===== config.mk =====
export PLATFORM = sky130hd
export DESIGN_NAME = popcount_pattern_gen_flat
export DESIGN_NICKNAME = d
export VERILOG_FILES = /design/src/rtl/popcount_pattern_gen_pkg.sv /design/src/rtl/popcount_pattern_gen_if.sv /design/src/rtl/popcount_pattern_gen_next_combination.sv /design/src/rtl/popcount_pattern_gen.sv /design/src/flat_wrapper.sv
export SDC_FILE = /design/constraint.sdc
export NUM_CORES = 1
export LEC_CHECK = 0
export BUFFER_PORTS_ARGS = -buffer_cell sky130_fd_sc_hd__clkbuf_2
export CELL_PAD_IN_SITES_DETAIL_PLACEMENT = 0
export CELL_PAD_IN_SITES_GLOBAL_PLACEMENT = 1
export CORE_ASPECT_RATIO = 0.8
export CORE_UTILIZATION = 30
export DETAILED_ROUTE_END_ITERATION = 7
export PLACE_DENSITY = 0.68
export SETUP_SLACK_MARGIN = 0.02
export SLEW_MARGIN = 30
export SYNTH_ARGS = -nofsm -noshare
export SYNTH_HDL_FRONTEND = slang
export SYNTH_SLANG_ARGS = --single-unit

===== constraint.sdc =====
create_clock -name clk -period 4.37 [get_ports clk]
set_input_delay 0.874 -clock clk [delete_from_list [all_inputs] [get_ports clk]]
set_output_delay 0.874 -clock clk [all_outputs]
set_load 0.005 [all_outputs]

===== src/rtl/popcount_pattern_gen_pkg.sv =====
// -----------------------------------------------------------------------------
// popcount_pattern_gen_pkg
// Shared definitions for the popcount pattern generator:
//   - default width parameters for the generator and its interface
//   - FSM state encoding
//   - helper functions building the first and last pattern of a sequence
// The mask helpers are written against MAX_WIDTH so that any instance width up
// to MAX_WIDTH can use them; callers truncate the result to their own width.
// -----------------------------------------------------------------------------
package popcount_pattern_gen_pkg;

    localparam int DEF_WIDTH = 8;   // data word width
    localparam int DEF_CW    = 4;   // width of the ones-count request field
    localparam int DEF_IDXW  = 8;   // width of the word index output
    localparam int MAX_WIDTH = 64;  // widest word the mask helpers support

    // Generator FSM states
    typedef enum logic [0:0] {
        IDLE = 1'b0,
        EMIT = 1'b1
    } state_t;

    // First word of a k-ones sequence: the k lowest bits set.
    function automatic logic [MAX_WIDTH-1:0] first_mask(input int width, input int k);
        logic [MAX_WIDTH-1:0] m;
        m = '0;
        for (int i = 0; i < MAX_WIDTH; i++) begin
            m[i] = (i < k) && (i < width);
        end
        return m;
    endfunction

    // Last word of a k-ones sequence: the k highest bits of a width-bit word set.
    function automatic logic [MAX_WIDTH-1:0] last_mask(input int width, input int k);
        logic [MAX_WIDTH-1:0] m;
        m = '0;
        for (int i = 0; i < MAX_WIDTH; i++) begin
            m[i] = (i >= (width - k)) && (i < width);
        end
        return m;
    endfunction

endpackage


===== src/rtl/popcount_pattern_gen_if.sv =====
// -----------------------------------------------------------------------------
// popcount_pattern_gen_if
// Request/response bundle of the pattern generator.
//   req_valid / req_ready / req_count : request channel carrying target k
//   out_valid / out_ready             : output word handshake
//   out_data / out_idx / out_last     : current pattern, its index, end marker
//   err                               : one-cycle pulse for a rejected request
// Modports:
//   slave  - the generator itself
//   master - whoever issues requests and consumes words
// -----------------------------------------------------------------------------
interface popcount_pattern_gen_if
    import popcount_pattern_gen_pkg::*;
#(
    parameter int WIDTH = DEF_WIDTH,
    parameter int CW    = DEF_CW,
    parameter int IDXW  = DEF_IDXW
) ();

    logic             req_valid;
    logic             req_ready;
    logic [CW-1:0]    req_count;
    logic             out_valid;
    logic             out_ready;
    logic [WIDTH-1:0] out_data;
    logic [IDXW-1:0]  out_idx;
    logic             out_last;
    logic             err;

    modport slave (
        input  req_valid,
        input  req_count,
        input  out_ready,
        output req_ready,
        output out_valid,
        output out_data,
        output out_idx,
        output out_last,
        output err
    );

    modport master (
        output req_valid,
        output req_count,
        output out_ready,
        input  req_ready,
        input  out_valid,
        input  out_data,
        input  out_idx,
        input  out_last,
        input  err
    );

endinterface


===== src/rtl/popcount_pattern_gen_next_combination.sv =====
// -----------------------------------------------------------------------------
// popcount_pattern_gen_next_combination
// Purely combinational: returns the smallest word greater than i_word that has
// the same number of ones (Gosper's hack, no division).
//   i_word : current pattern
//   o_next : next pattern with identical popcount
// For the numerically last pattern of a given popcount the result overflows and
// is meaningless; the caller never advances past that word.
// -----------------------------------------------------------------------------
module popcount_pattern_gen_next_combination #(
    parameter int WIDTH = 8
) (
    input  logic [WIDTH-1:0] i_word,
    output logic [WIDTH-1:0] o_next
);

    // Shift amount must reach WIDTH+1 (all-zero input gives ctz = WIDTH)
    localparam int SW = $clog2(WIDTH + 2);

    logic [SW-1:0]    w_ctz;
    logic [SW-1:0]    w_shamt;
    logic [WIDTH-1:0] w_t;
    logic [WIDTH-1:0] w_t_inc;
    logic [WIDTH-1:0] w_low_fill;

    // Count trailing zeros: scan from MSB down so the lowest set bit wins
    always_comb begin
        w_ctz = SW'(WIDTH);
        for (int i = WIDTH - 1; i >= 0; i--) begin
            w_ctz = i_word[i] ? SW'(i) : w_ctz;
        end
    end

    // t fills the trailing zeros; t+1 moves the lowest run of ones up by one
    assign w_t     = i_word | (i_word - WIDTH'(1));
    assign w_t_inc = w_t + WIDTH'(1);
    assign w_shamt = w_ctz + SW'(1);

    // Remaining ones of the run are refilled at the bottom. Shifting by a
    // value >= WIDTH yields zero, so the wide shift never drops wanted bits.
    assign w_low_fill = ((~w_t & w_t_inc) - WIDTH'(1)) >> w_shamt;
    assign o_next     = w_t_inc | w_low_fill;

endmodule


===== src/rtl/popcount_pattern_gen.sv =====
// -----------------------------------------------------------------------------
// popcount_pattern_gen
// Given a target ones-count k, emits every WIDTH-bit word with exactly k ones
// in ascending numeric order, one word per out handshake.
//   clk  : clock, all state on the rising edge
//   rst  : asynchronous active-low reset
//   bus  : popcount_pattern_gen_if.slave (request, output words, err pulse)
// Timing:
//   - accepted request -> first word valid the next cycle
//   - k > WIDTH        -> one-cycle err pulse, no output
//   - after the last word's handshake req_ready is low for one bubble cycle
// -----------------------------------------------------------------------------
module popcount_pattern_gen
    import popcount_pattern_gen_pkg::*;
#(
    parameter int WIDTH = DEF_WIDTH,
    parameter int CW    = DEF_CW,
    parameter int IDXW  = DEF_IDXW
) (
    input  logic                    clk,
    input  logic                    rst,
    popcount_pattern_gen_if.slave   bus
);

    state_t           r_state;
    state_t           w_next_state;
    logic             r_req_ready;
    logic             r_err;
    logic [CW-1:0]    r_k;
    logic [WIDTH-1:0] r_data;
    logic [IDXW-1:0]  r_idx;

    logic             w_accept;
    logic             w_k_ok;
    logic             w_load;
    logic             w_adv;
    logic             w_reject;
    logic             w_last;
    logic [WIDTH-1:0] w_first_data;
    logic [WIDTH-1:0] w_last_data;
    logic [WIDTH-1:0] w_next_data;

    // r_req_ready is only ever high in IDLE, so it alone qualifies acceptance
    assign w_accept     = bus.req_valid && r_req_ready;
    assign w_k_ok       = (bus.req_count <= CW'(WIDTH));
    assign w_first_data = WIDTH'(first_mask(WIDTH, int'(bus.req_count)));
    assign w_last_data  = WIDTH'(last_mask(WIDTH, int'(r_k)));
    assign w_last       = (r_data == w_last_data);

    popcount_pattern_gen_next_combination #(
        .WIDTH (WIDTH)
    ) u_next_combination (
        .i_word (r_data),
        .o_next (w_next_data)
    );

    // Next-state and datapath control decode
    always_comb begin
        w_next_state = r_state;
        w_load       = 1'b0;
        w_adv        = 1'b0;
        w_reject     = 1'b0;
        case (r_state)
            IDLE: begin
                if (w_accept) begin
                    if (w_k_ok) begin
                        w_next_state = EMIT;
                        w_load       = 1'b1;
                    end else begin
                        w_reject     = 1'b1;
                    end
                end else begin
                    w_next_state = IDLE;
                end
            end
            EMIT: begin
                if (bus.out_ready) begin
                    if (w_last) begin
                        w_next_state = IDLE;
                    end else begin
                        w_adv        = 1'b1;
                    end
                end else begin
                    w_next_state = EMIT;
                end
            end
            default: begin
                w_next_state = IDLE;
            end
        endcase
    end

    // FSM state register
    always_ff @(posedge clk or negedge rst) begin
        if (!rst) begin
            r_state <= IDLE;
        end else begin
            r_state <= w_next_state;
        end
    end

    // Request-side outputs; req_ready computed from the current state gives
    // the single bubble cycle after returning to IDLE
    always_ff @(posedge clk or negedge rst) begin
        if (!rst) begin
            r_req_ready <= 1'b1;
            r_err       <= 1'b0;
        end else begin
            r_req_ready <= (r_state == IDLE) && !w_load;
            r_err       <= w_reject;
        end
    end

    // Pattern datapath: load first word on accept, step on non-final handshake
    always_ff @(posedge clk or negedge rst) begin
        if (!rst) begin
            r_k    <= '0;
            r_data <= '0;
            r_idx  <= '0;
        end else if (w_load) begin
            r_k    <= bus.req_count;
            r_data <= w_first_data;
            r_idx  <= '0;
        end else if (w_adv) begin
            r_k    <= r_k;
            r_data <= w_next_data;
            r_idx  <= r_idx + IDXW'(1);
        end else begin
            r_k    <= r_k;
            r_data <= r_data;
            r_idx  <= r_idx;
        end
    end

    assign bus.req_ready = r_req_ready;
    assign bus.out_valid = (r_state == EMIT);
    assign bus.out_data  = r_data;
    assign bus.out_idx   = r_idx;
    // Gated by state so a stale k=0 / data=0 pair reads as not-last in IDLE
    assign bus.out_last  = (r_state == EMIT) && w_last;
    assign bus.err       = r_err;

endmodule


===== src/flat_wrapper.sv =====
// flat-port wrapper written by rule: the top's interface ports become plain ports
module popcount_pattern_gen_flat import popcount_pattern_gen_pkg::*;
#(
    parameter int WIDTH = DEF_WIDTH,
    parameter int CW    = DEF_CW,
    parameter int IDXW  = DEF_IDXW
)
  (clk, rst, bus_req_valid, bus_req_count, bus_out_ready, bus_req_ready, bus_out_valid, bus_out_data, bus_out_idx, bus_out_last, bus_err);
  popcount_pattern_gen_if #(.WIDTH(WIDTH), .CW(CW), .IDXW(IDXW)) bus_i ();
  input  logic clk;
  input  logic rst;
  input wire logic [$bits(bus_i.req_valid)-1:0] bus_req_valid;
  input wire logic [$bits(bus_i.req_count)-1:0] bus_req_count;
  input wire logic [$bits(bus_i.out_ready)-1:0] bus_out_ready;
  output wire logic [$bits(bus_i.req_ready)-1:0] bus_req_ready;
  output wire logic [$bits(bus_i.out_valid)-1:0] bus_out_valid;
  output wire logic [$bits(bus_i.out_data)-1:0] bus_out_data;
  output wire logic [$bits(bus_i.out_idx)-1:0] bus_out_idx;
  output wire logic [$bits(bus_i.out_last)-1:0] bus_out_last;
  output wire logic [$bits(bus_i.err)-1:0] bus_err;
  assign bus_i.req_valid = bus_req_valid;
  assign bus_i.req_count = bus_req_count;
  assign bus_i.out_ready = bus_out_ready;
  assign bus_req_ready = bus_i.req_ready;
  assign bus_out_valid = bus_i.out_valid;
  assign bus_out_data = bus_i.out_data;
  assign bus_out_idx = bus_i.out_idx;
  assign bus_out_last = bus_i.out_last;
  assign bus_err = bus_i.err;
  popcount_pattern_gen #(.WIDTH(WIDTH), .CW(CW), .IDXW(IDXW)) u_core (.clk(clk), .rst(rst), .bus(bus_i));
endmodule

# After elaboration in Yosys (flattened, before gate mapping)
# Index checks and enable logic that the tools add are counted.
[classes] n_addsub=6 order_cmp=17 n_eq_ne=1 bitwise=5 n_shift=1 muxes=23 reduce_logical=5
[ops] cell=">= comparator 4 x 32 -> 1 bit, first input constant" n=4
[ops] cell=">= comparator 3 x 32 -> 1 bit, first input constant" n=2
[ops] cell=">= comparator 1 x 32 -> 1 bit, first input constant" n=1
[ops] cell=">= comparator 2 x 32 -> 1 bit, first input constant" n=1
[ops] cell="2-to-1 mux 4 bit" n=8
[ops] cell="2-to-1 mux 8 bit" n=4
[ops] cell="adder 8 x 1 -> 8 bit, second input constant" n=2
[ops] cell="< comparator 3 x 4 -> 1 bit, first input constant" n=4
[ops] cell="OR 8 bit" n=2
[ops] cell="subtractor 8 x 1 -> 8 bit, second input constant" n=2
[ops] cell="2-to-1 mux 1 bit" n=10
[ops] cell="bitwise AND 8 bit" n=1
[ops] cell="== test 8 bit" n=1
[ops] cell="< comparator 1 x 4 -> 1 bit, first input constant" n=2
[ops] cell="< comparator 2 x 4 -> 1 bit, first input constant" n=2
[ops] cell="NOT 8 bit" n=1
[ops] cell="right shift 8 x 4 -> 8 bit" n=1
[ops] cell="subtractor 4 x 4 -> 5 bit, first input constant" n=1
[ops] cell="adder 4 x 1 -> 4 bit, second input constant" n=1
[ops] cell="less-or-equal comparator 4 bit, second input constant" n=1
[ops] cell="logical AND 1 bit" n=3
[ops] cell="one-hot mux 1 bit (2 select lines)" n=1
[ops] cell="nonzero test 2 bit" n=1
[ops] cell="zero test 1 bit" n=1
[ops] cell="NOT 1 bit" n=1
[word_totals] regBits=23 input_bits=8 wordCells=64 output_inout_bits=20

# Depth between registers and ports, before layout
# Gate-level depths: netlist (run 1).
[logic_depth] ltp_word=13 mapped_depth=14 depth_no_buf=12

# Cells and area by module
# From an unflattened synthesis (run 1), not the netlist that was laid out.
[unflattened] hier_cells=297 hier_area_um2=2308.5
[modules_own_cells] mod="popcount_pattern_gen" cells_per_inst=185 seq_area_each_um2=576.8 n_inst=1 area_per_inst_um2=1581.5
[modules_own_cells] mod="popcount_pattern_gen_next_combination" cells_per_inst=112 seq_area_each_um2=0.0 n_inst=1 area_per_inst_um2=726.9

# Least setup slack after synthesis (run 1)
# OpenSTA, ideal clock, no wires.
[synth_path] path_kind="register to register" from="register u_core.r_data[1], in the netlist u_core.bus.out_data[1]" to="register u_core.r_data[0], in the netlist u_core.bus.out_data[0]" setup_ns=0.123 setup_slack_ns=0.998 n_path_buf=2 stages_incl_launch_ff=14 t_arrival_ns=3.249 cell_sequence="dfrtp_1 clkbuf_8 or4_1 nor2_1 nor2_1 ha_1 or3_1 buf_2 or3_1 a221o_1 o32ai_2 nand2_2 a32o_1 o221a_1"
[synth_via] elab_chain_len=9 word_cells_on_any_way=18 classes_between="add/sub (4); eq/ne (1); shift (1); mux (7); bitwise (4); reduce/logical (1)"
[synth_rtl] item="start: declaration" line="popcount_pattern_gen.sv:30" text="logic [WIDTH-1:0] r_data;"
[synth_rtl] item="start signal: assignment" line="popcount_pattern_gen.sv:122" text="r_data <= w_first_data;"
[synth_rtl] item="start signal: assignment" line="popcount_pattern_gen.sv:126" text="r_data <= w_next_data;"
[synth_rtl] item="start signal: assignment" line="popcount_pattern_gen.sv:130" text="r_data <= r_data;"
[synth_rtl] item="subtractor 8 x 1 -> 8 bit" line="popcount_pattern_gen_next_combination.sv:35" text="assign w_t = i_word | (i_word - WIDTH'(1));"
[synth_rtl] item="OR 8 bit" line="popcount_pattern_gen_next_combination.sv:35"
[synth_rtl] item="adder 8 x 1 -> 8 bit / NOT 8 bit (equally long branches)" line="popcount_pattern_gen_next_combination.sv:36, popcount_pattern_gen_next_combination.sv:41"
[synth_rtl] item="bitwise AND 8 bit" line="popcount_pattern_gen_next_combination.sv:41" text="assign w_low_fill = ((~w_t & w_t_inc) - WIDTH'(1)) >> w_shamt;"
[synth_rtl] item="subtractor 8 x 1 -> 8 bit" line="popcount_pattern_gen_next_combination.sv:41"
[synth_rtl] item="right shift 8 x 4 -> 8 bit" line="popcount_pattern_gen_next_combination.sv:41"
[synth_rtl] item="OR 8 bit" line="popcount_pattern_gen_next_combination.sv:42" text="assign o_next = w_t_inc | w_low_fill;"
[synth_rtl] item="2-to-1 mux 8 bit" line="popcount_pattern_gen.sv:124" text="end else if (w_adv) begin"
[synth_rtl] item="2-to-1 mux 8 bit" line="popcount_pattern_gen.sv:120" text="end else if (w_load) begin"
# Several ways; a longest one is shown, not always the timed one. The select of a mux whose other input is x is not followed.
# A chain may end at the register's enable or synchronous reset.

# Final worst setup path (run 1)
[layout_path] from="register u_core.r_k[1]" to="output port bus_out_last"
[layout_via] elab_chain_len=4 word_cells_on_any_way=11 classes_between="add/sub (1); order compare (8); eq/ne (1); reduce/logical (1)"
[layout_rtl] item="start: declaration" line="popcount_pattern_gen.sv:29" text="logic [CW-1:0] r_k;"
[layout_rtl] item="start signal: assignment" line="popcount_pattern_gen.sv:121" text="r_k <= bus.req_count;"
[layout_rtl] item="start signal: assignment" line="popcount_pattern_gen.sv:125" text="r_k <= r_k;"
[layout_rtl] item="start signal: assignment" line="popcount_pattern_gen.sv:129" text="r_k <= r_k;"
[layout_rtl] item="subtractor 4 x 4 -> 5 bit *" line="popcount_pattern_gen_pkg.sv:38" text="m[i] = (i >= (width - k)) && (i < width);"
[layout_rtl] item=">= comparator 1 x 32 -> 1 bit (tied with other cells)" line="popcount_pattern_gen_pkg.sv:38"
[layout_rtl] item="== test 8 bit *" line="popcount_pattern_gen.sv:48" text="assign w_last = (r_data == w_last_data);"
[layout_rtl] item="logical AND 1 bit *" line="popcount_pattern_gen.sv:140" text="assign bus.out_last = (r_state == EMIT) && w_last;"
[layout_rtl] item="end: declaration" line="flat_wrapper.sv:19" text="output wire logic [$bits(bus_i.out_last)-1:0] bus_out_last;"
# Every way passes the cells marked *; elsewhere a longest branch is shown, timed or not.

==> impl_metrics.xml, run 1 <==
<?xml version="1.0" encoding="UTF-8"?>
<metrics>
  <group name="clocking">
    <metric name="postCtsSetupBuffers" unit="">0</metric>
    <metric name="total_clock_buffers_created_by_cts" unit="">3</metric>
    <metric name="post_cts_resized" unit="">0</metric>
    <metric name="cts_tree" unit="">built</metric>
    <metric name="clock_transition_at_the_register_clock_pins_on_the_worst_setup_and_hold_paths_after_cts" unit="ps">80</metric>
    <metric name="clk_latency" unit="ps">260</metric>
    <metric name="clk_tree_root_cell" unit="">sky130_fd_sc_hd__clkbuf_8</metric>
    <metric name="cts.sink_count" unit="">23</metric>
    <metric name="htree_num_levels" unit="">1</metric>
    <metric name="cts.path.max_buffers" unit="">2</metric>
    <metric name="quantity_of_hold_fixing_buffers_added_after_cts" unit="">0</metric>
  </group>
  <group name="setup_path">
    <metric name="timing.critical_path.slowest_cell_delay" unit="ps">460</metric>
    <metric name="crit_path_top_delay_cell" unit="">sky130_fd_sc_hd__dfrtp_1</metric>
    <metric name="timing.critical_path.from_type" unit="">flip-flop</metric>
    <metric name="critPathMaxFanout" unit="">14</metric>
    <metric name="worst-endpoint-required" unit="ps">3500</metric>
    <metric name="timing.critical_path.to_type" unit="">output port</metric>
    <metric name="critPathBufInv" unit="">2</metric>
    <metric name="worstPathArrival" unit="ps">2920</metric>
    <metric name="crit_path_cell_trace" unit="">inv_1, ha_1, or2_1, a21oi_1, o31a_1, a221oi_1, o2111a_2, and2_1, clkbuf_2</metric>
    <metric name="timing.critical_path.max_delay_family" unit="">compound AO/OA/AOI/OAI gates</metric>
    <metric name="path_class" unit="">flip-flop to output port</metric>
  </group>
  <group name="yosys">
    <metric name="synth_most_common_cell" unit="">sky130_fd_sc_hd__a21oi_1</metric>
    <metric name="syn_area" unit="mm²">0.00244</metric>
    <metric name="yosysUniqueCellTypes" unit="">74</metric>
    <metric name="synth.cells.most_frequent" unit="">23 x sky130_fd_sc_hd__a21oi_1, 22 x sky130_fd_sc_hd__dfrtp_1, 22 x sky130_fd_sc_hd__nor2_1</metric>
    <metric name="synth-edff-count" unit="">0</metric>
    <metric name="yosysSeqAreaShare" unit="%">23.6</metric>
    <metric name="synth_top_area_share" unit="%">22.6</metric>
    <metric name="synth-warning-count" unit="">0</metric>
    <metric name="synth.largest_area_cell" unit="">sky130_fd_sc_hd__dfrtp_1</metric>
    <metric name="ys_ff_latch" unit="">23</metric>
    <metric name="syn-num-nets" unit="">323</metric>
    <metric name="synth_ff_type" unit="">sky130_fd_sc_hd__dfrtp_1</metric>
    <metric name="synth_cells" unit="">302</metric>
    <metric name="synthesis.area_per_instance" unit="µm²">8.08</metric>
    <metric name="synth-async-reset-ratio" unit="%">100</metric>
    <metric name="post_synth_main_area_contributors" unit="">sky130_fd_sc_hd__dfrtp_1 23%, sky130_fd_sc_hd__ha_1 6.7%, sky130_fd_sc_hd__a21oi_1 4.7%</metric>
  </group>
  <group name="timing">
    <metric name="maxClockFrequency" unit="MHz">264</metric>
    <metric name="fin_crit_sh" unit="%">86.8</metric>
    <metric name="relSlewSlack" unit="%">54.7</metric>
    <metric name="final_hold_viols" unit="">0</metric>
    <metric name="finalSetupViolCount" unit="">0</metric>
    <metric name="finalWorstSetupSlack" unit="ps">575</metric>
    <metric name="hold_ws" unit="ps">509</metric>
    <metric name="timing_max_transition_violations_final" unit="">0</metric>
    <metric name="fin_skew" unit="ps">1.59</metric>
    <metric name="worst_pin_slew" unit="ps">680</metric>
    <metric name="post-route-min-period" unit="ps">3790</metric>
    <metric name="grt_setup_unrepaired" unit="">no</metric>
    <metric name="final.setup.tns" unit="ps">0</metric>
  </group>
  <group name="pwr">
    <metric name="switching_share" unit="%">52.2</metric>
    <metric name="share_clk_of_total_power" unit="%">6.6</metric>
    <metric name="p_leak" unit="nW">1.04</metric>
    <metric name="vdd_drop_max" unit="mV">0.318</metric>
    <metric name="power.density_cell_area" unit="mW/mm²">784</metric>
    <metric name="intPower" unit="mW">0.973</metric>
    <metric name="pwr-share-seq" unit="%">23.6</metric>
    <metric name="net-switching-power" unit="mW">1.06</metric>
    <metric name="p_comb_share" unit="%">69.8</metric>
  </group>
  <group name="finish">
    <metric name="number_of_nets_at_the_end_of_the_flow" unit="">334</metric>
    <metric name="multi_input_area" unit="mm²">0.00163</metric>
    <metric name="finalInstanceArea" unit="mm²">0.00260</metric>
    <metric name="seqCellArea" unit="µm²">577</metric>
    <metric name="fillCellCount" unit="">881</metric>
    <metric name="area_growth_syn_to_layout" unit="%">6.41</metric>
    <metric name="final_design_utilization" unit="%">32.8</metric>
    <metric name="post_route_cells_drive_above_1_share" unit="%">15.4</metric>
    <metric name="antenna_diodes" unit="">0</metric>
  </group>
  <group name="global_routing">
    <metric name="grt_overflow_total" unit="">0</metric>
    <metric name="grt.total_usage" unit="%">17.4</metric>
    <metric name="first_global_vias" unit="">2141</metric>
    <metric name="grt_start_max_net_pins" unit="">24</metric>
    <metric name="grt_antenna_before_repair" unit="">0</metric>
    <metric name="wire_length_of_the_first_global_routing_pass" unit="µm">11500</metric>
  </group>
  <group name="floorplan">
    <metric name="io_pins" unit="">28</metric>
    <metric name="floorplan.initialDensity" unit="%">30.9</metric>
    <metric name="num_rows" unit="">29</metric>
    <metric name="die_area" unit="mm²">0.00850</metric>
    <metric name="die_h" unit="µm">82.7</metric>
    <metric name="core_area" unit="mm²">0.00791</metric>
    <metric name="die_width" unit="µm">103</metric>
  </group>
  <group name="min_path">
    <metric name="min-delay-path-class" unit="">flip-flop to flip-flop</metric>
  </group>
  <group name="placement">
    <metric name="placement.io_buffers" unit="">27</metric>
    <metric name="placed_cell_area" unit="mm²">0.00255</metric>
    <metric name="routabilityCongestion" unit="">0.871</metric>
    <metric name="place.detailed.hpwl" unit="µm">5320</metric>
    <metric name="place_worst_setup_slack" unit="ps">737</metric>
  </group>
  <group name="detailed_routing">
    <metric name="route.vias.total" unit="">2441</metric>
    <metric name="vias_per_cell" unit="">5.81</metric>
    <metric name="ant_nets" unit="">0</metric>
    <metric name="drc" unit="">0</metric>
    <metric name="detail_route.wirelength" unit="µm">6860</metric>
    <metric name="avgRoutedWirePerCell" unit="µm">16.3</metric>
    <metric name="drt_pass1_iterations" unit="">5</metric>
    <metric name="drt_iter0_markers" unit="">134</metric>
  </group>
  <group name="flow_run">
    <metric name="max_cap_viol_count" unit="">0</metric>
  </group>
  <group name="status">
    <metric name="outcome" unit="">completed</metric>
  </group>
</metrics>
[cell usage in the layout, fill, tap and decap left out, drive strengths merged, types with 3 or more instances in the layout]
cell and instances:
clkbuf 30, nand3 8, mux2i 5, o41ai 4, a21oi 23, inv 15, and2 4, or3 5
ha 13, a211o 3, nor4 9, nand2b 4, nor2b 7, o21ai 16, a211oi 4, o221ai 3
nand2 22, o21a 3, nand4 5, a31oi 8, nor2 22, dfrtp 22, o31ai 8, xnor2 3
nor3 7, a221o 3, o211ai 7, o31a 3
[stage by stage]
stage | cells | power, mW
6_report | 420 | 2.04
5_1_grt | 420 | 2.23
4_1_cts | 420 | 2.02
3_5_place_dp | 416 | 1.88
3_3_place_gp | 416 | 1.89
2_1_floorplan | 302 | 1.55
[cell type report]
cell class / count / share of cell area (%)
clock buffer: 3 / 1.59
clock inverter: 1 / 0.289
inverter: 15 / 2.17
multi-input combinational: 241 / 62.8
sequential: 23 / 22.2
tap: 108 / 5.20
timing repair buffer: 29 / 5.78
[worst reg2reg max path, delay by kind of cell (launching register included)]
family | cells | cell delay (ps)
DFF | 1 | 570
AOI/OAI and AO/OA | 5 | 1180
adders and majority gates | 1 | 290
and+or+nand+nor | 6 | 1580
[cell families (layout without fill, tap and decap cells)]
| family | count (synthesis) | after routing | share of synthesized area [%] |
|---|---|---|---|
| simple gates | 106 | 106 | 22.8 |
| xor+xnor | 5 | 5 | 1.79 |
| mux | 6 | 6 | 2.51 |
| flops | 23 | 23 | 23.6 |
| buf+inv | 38 | 48 | 9.58 |
| fa+ha+maj | 13 | 13 | 6.66 |
| compound gates | 111 | 111 | 33.1 |
[metal layers]
metal,vias to the layer above,track usage [%],wire length [µm]
met2,87,27.1,2890
met5,-,0,0
met3,11,2.27,427
met4,0,2.25,81
li1,1193,-,-
met1,1150,26.2,3460
[final timing paths]
check	startpoint	end	slack, ps	cells past startpoint
max in group asynchronous	rst	u_core.bus.out_data[0]$_DFFE_PN0P_	3410	1
min in group asynchronous	rst	u_core.bus.err$_DFF_PN0_	580	1
setup / recovery	u_core.r_k[1]$_DFFE_PN0P_	bus_out_last	580	9
hold reg to reg	u_core.bus.out_idx[3]$_DFFE_PN0P_	u_core.bus.out_idx[3]$_DFFE_PN0P_	510	1
hold / removal	u_core.bus.out_idx[3]$_DFFE_PN0P_	u_core.bus.out_idx[3]$_DFFE_PN0P_	510	1
setup reg to reg	u_core.bus.out_data[2]$_DFFE_PN0P_	u_core.bus.out_data[0]$_DFFE_PN0P_	650	12
[power groups by stage]
| stage | sequential, mW | clock [mW] | combinational, mW |
|---|---|---|---|
| 2_1_floorplan | 0.385 | 0 | 1.17 |
| 3_3_place_gp | 0.481 | 0 | 1.41 |
| 3_5_place_dp | 0.483 | 0 | 1.39 |
| 4_1_cts | 0.479 | 0.141 | 1.40 |
| 5_1_grt | 0.503 | 0.154 | 1.58 |
| 6_report | 0.481 | 0.135 | 1.42 |
[sequential cells by signal, indices dropped and copies added (netlist names)]
signal	flops
u_core.bus.out_data	8
u_core.bus.out_idx	8
u_core.r_k	4
u_core.bus.err	1
u_core.bus.out_valid	1
u_core.bus.req_ready	1
No activity file was read; power rests on OpenSTA's default activity.
==> run 2: changes to the inputs <==
- PLACE_DENSITY: 0.68 -> unset
- PLACE_DENSITY_LB_ADDON: unset -> 0.05
==> run 2 against run 1 <==
Net effect: combinational power about the same; die area unchanged; critical path depth unchanged; flip-flop and latch count unchanged; wire length increased by 8.3%; sequential power about the same; total power increased by 1.1%; clock-buffer cell count unchanged; cell count increased by 0.48%; largest cell class unchanged; highest routed layer unchanged.
==> impl_metrics.xml, run 2 (synthesis results as in run 1) <==
<?xml version="1.0" encoding="UTF-8"?>
<metrics>
  <group name="timing">
    <metric name="timing_max_transition_violations_final" unit="">0</metric>
    <metric name="post-route-min-period" unit="ps">3800</metric>
    <metric name="fin_crit_sh" unit="%">87.0</metric>
    <metric name="maxClockFrequency" unit="MHz">263</metric>
    <metric name="finalSetupViolCount" unit="">0</metric>
    <metric name="relSlewSlack" unit="%">58.0</metric>
    <metric name="worst_pin_slew" unit="ps">629</metric>
    <metric name="final_hold_viols" unit="">0</metric>
    <metric name="fin_skew" unit="ps">2.94</metric>
    <metric name="final.setup.tns" unit="ps">0</metric>
    <metric name="grt_setup_unrepaired" unit="">no</metric>
  </group>
  <group name="pwr">
    <metric name="intPower" unit="mW">0.976</metric>
    <metric name="pwr-share-seq" unit="%">23.2</metric>
    <metric name="vdd_drop_max" unit="mV">0.208</metric>
    <metric name="p_leak" unit="nW">1.05</metric>
    <metric name="p_comb_share" unit="%">70.2</metric>
    <metric name="switching_share" unit="%">52.6</metric>
    <metric name="share_clk_of_total_power" unit="%">6.6</metric>
    <metric name="net-switching-power" unit="mW">1.08</metric>
    <metric name="power.density_cell_area" unit="mW/mm²">789</metric>
  </group>
  <group name="floorplan">
    <metric name="io_pins" unit="">28</metric>
    <metric name="die_h" unit="µm">82.7</metric>
    <metric name="num_rows" unit="">29</metric>
    <metric name="die_area" unit="mm²">0.00850</metric>
    <metric name="core_area" unit="mm²">0.00791</metric>
    <metric name="floorplan.initialDensity" unit="%">30.9</metric>
    <metric name="die_width" unit="µm">103</metric>
  </group>
  <group name="finish">
    <metric name="number_of_nets_at_the_end_of_the_flow" unit="">336</metric>
    <metric name="instances_no_fill" unit="">422</metric>
    <metric name="most-common-layout-cells" unit="">27 x sky130_fd_sc_hd__clkbuf_2, 23 x sky130_fd_sc_hd__a21oi_1, 22 x sky130_fd_sc_hd__nor2_1, 22 x sky130_fd_sc_hd__dfrtp_1, 21 x sky130_fd_sc_hd__nand2_1</metric>
    <metric name="antenna_diodes" unit="">0</metric>
    <metric name="post_route_cells_drive_above_1_share" unit="%">15.9</metric>
    <metric name="layout.cells.most_common" unit="">sky130_fd_sc_hd__clkbuf_2</metric>
    <metric name="fillCellCount" unit="">891</metric>
    <metric name="multi_input_area" unit="mm²">0.00163</metric>
    <metric name="area_growth_syn_to_layout" unit="%">6.92</metric>
    <metric name="seqCellArea" unit="µm²">577</metric>
  </group>
  <group name="min_path">
    <metric name="min-delay-path-class" unit="">flip-flop to flip-flop</metric>
    <metric name="min_to" unit="">u_core.bus.out_idx[3]$_DFFE_PN0P_</metric>
    <metric name="worst_hold_path.num_cells" unit="">1</metric>
    <metric name="worst_hold_startpoint" unit="">u_core.bus.out_idx[3]$_DFFE_PN0P_</metric>
  </group>
  <group name="setup_path">
    <metric name="worst-endpoint-required" unit="ps">3500</metric>
    <metric name="worstPathArrival" unit="ps">2930</metric>
    <metric name="worst_r2r_src" unit="">u_core.bus.out_data[2]$_DFFE_PN0P_</metric>
    <metric name="worst_r2r_path_depth" unit="">11</metric>
    <metric name="path_class" unit="">flip-flop to output port</metric>
    <metric name="r2r_setup_slack" unit="ps">700</metric>
    <metric name="timing.critical_path.from_type" unit="">flip-flop</metric>
    <metric name="worstReg2RegEnd" unit="">u_core.bus.out_data[0]$_DFFE_PN0P_</metric>
    <metric name="critPathMaxFanout" unit="">14</metric>
    <metric name="timing.critical_path.to_type" unit="">output port</metric>
  </group>
  <group name="detailed_routing">
    <metric name="ant_nets" unit="">0</metric>
    <metric name="detail_route.wirelength" unit="µm">7430</metric>
    <metric name="drt_pass1_iterations" unit="">4</metric>
    <metric name="drt_iter0_markers" unit="">165</metric>
    <metric name="avgRoutedWirePerCell" unit="µm">17.6</metric>
    <metric name="vias_per_cell" unit="">5.61</metric>
    <metric name="route.vias.total" unit="">2369</metric>
    <metric name="drc" unit="">0</metric>
  </group>
  <group name="global_routing">
    <metric name="grt_antenna_before_repair" unit="">0</metric>
    <metric name="wire_length_of_the_first_global_routing_pass" unit="µm">11800</metric>
    <metric name="first_global_vias" unit="">2158</metric>
    <metric name="grt_overflow_total" unit="">0</metric>
    <metric name="grt.total_usage" unit="%">18.2</metric>
    <metric name="grt_start_max_net_pins" unit="">24</metric>
  </group>
  <group name="clocking">
    <metric name="htree_num_levels" unit="">1</metric>
    <metric name="clock_transition_at_the_register_clock_pins_on_the_worst_setup_and_hold_paths_after_cts" unit="ps">90</metric>
    <metric name="cts.sink_count" unit="">23</metric>
    <metric name="quantity_of_hold_fixing_buffers_added_after_cts" unit="">0</metric>
    <metric name="clk_latency" unit="ps">260</metric>
    <metric name="postCtsSetupBuffers" unit="">0</metric>
    <metric name="total_clock_buffers_created_by_cts" unit="">3</metric>
    <metric name="clk_tree_root_cell" unit="">sky130_fd_sc_hd__clkbuf_8</metric>
    <metric name="post_cts_resized" unit="">0</metric>
    <metric name="cts_tree" unit="">built</metric>
    <metric name="cts.path.max_buffers" unit="">2</metric>
  </group>
  <group name="flow_run">
    <metric name="max_cap_viol_count" unit="">0</metric>
  </group>
  <group name="placement">
    <metric name="routabilityCongestion" unit="">0.842</metric>
    <metric name="placement.io_buffers" unit="">27</metric>
    <metric name="place.detailed.hpwl" unit="µm">5640</metric>
    <metric name="place.detailed.instances" unit="">418</metric>
  </group>
  <group name="status">
    <metric name="outcome" unit="">completed</metric>
  </group>
</metrics>
-- run 2: worst max path at each step --
stage                                        from                                  to  slack, ps
2_1_floorplan  u_core.bus.out_data[1]$_DFFE_PN0P_  u_core.bus.out_data[0]$_DFFE_PN0P_       1000
3_3_place_gp   u_core.bus.out_data[2]$_DFFE_PN0P_  u_core.bus.out_data[0]$_DFFE_PN0P_        770
3_5_place_dp   u_core.bus.out_data[2]$_DFFE_PN0P_  u_core.bus.out_data[0]$_DFFE_PN0P_        720
4_1_cts                 u_core.r_k[0]$_DFFE_PN0P_                        bus_out_last        570
5_1_grt                 u_core.r_k[0]$_DFFE_PN0P_                        bus_out_last        330
6_report                u_core.r_k[0]$_DFFE_PN0P_                        bus_out_last        570
-- run 2: worst max-delay path, stage by stage, from the launching register on --
cell and delay [ps]:
sky130_fd_sc_hd__dfrtp_1 460, sky130_fd_sc_hd__inv_1 160, sky130_fd_sc_hd__ha_1 410, sky130_fd_sc_hd__nand2b_1 150, sky130_fd_sc_hd__a21oi_1 280, sky130_fd_sc_hd__xnor2_1 100
sky130_fd_sc_hd__nor4b_1 340, sky130_fd_sc_hd__o2111a_2 470, sky130_fd_sc_hd__and2_1 180, sky130_fd_sc_hd__clkbuf_2 110
-- run 2: routing by layer --
metal  global-route usage, %  routed length (µm)  part of all wire (%)
met1                    29.2                3970                    53
met2                    26.1                3100                    42
met3                    2.27                 329                   4.4
met4                    1.69                  34                  0.46
met5                       0                   0                     0
-- run 2: per-stage QoR --
stage / cell area (µm²) / worst slack [ps] / hold slack [ps] / total power, mW / util, %
2_1_floorplan: 2440 / 998 / 487 / 1.55 / -
3_3_place_gp: 2560 / 766 / 488 / 1.96 / 32.4
3_5_place_dp: 2560 / 717 / 495 / 1.92 / 32.4
4_1_cts: 2610 / 574 / 518 / 2.06 / 33.0
5_1_grt: 2610 / 327 / 540 / 2.24 / 33.0
6_report: 2610 / 569 / 510 / 2.06 / 33.0
-- run 2: power groups by stage --
stage	Combinational, mW	Sequential (mW)	Clock, mW
after floorplan	1.17	0.385	0
after global placement	1.48	0.486	0
after detailed placement	1.43	0.482	0
after CTS	1.44	0.478	0.141
after global routing	1.59	0.501	0.150
final	1.45	0.478	0.136
-- run 2: area by class of cell --
class,count,area share [%]
Clock inverter,1,0.192
Inverter,15,2.16
Sequential cell,23,22.1
Tap cell,108,5.18
Timing Repair Buffer,31,6.33
Clock buffer,3,1.58
Multi-Input combinational cell,241,62.5
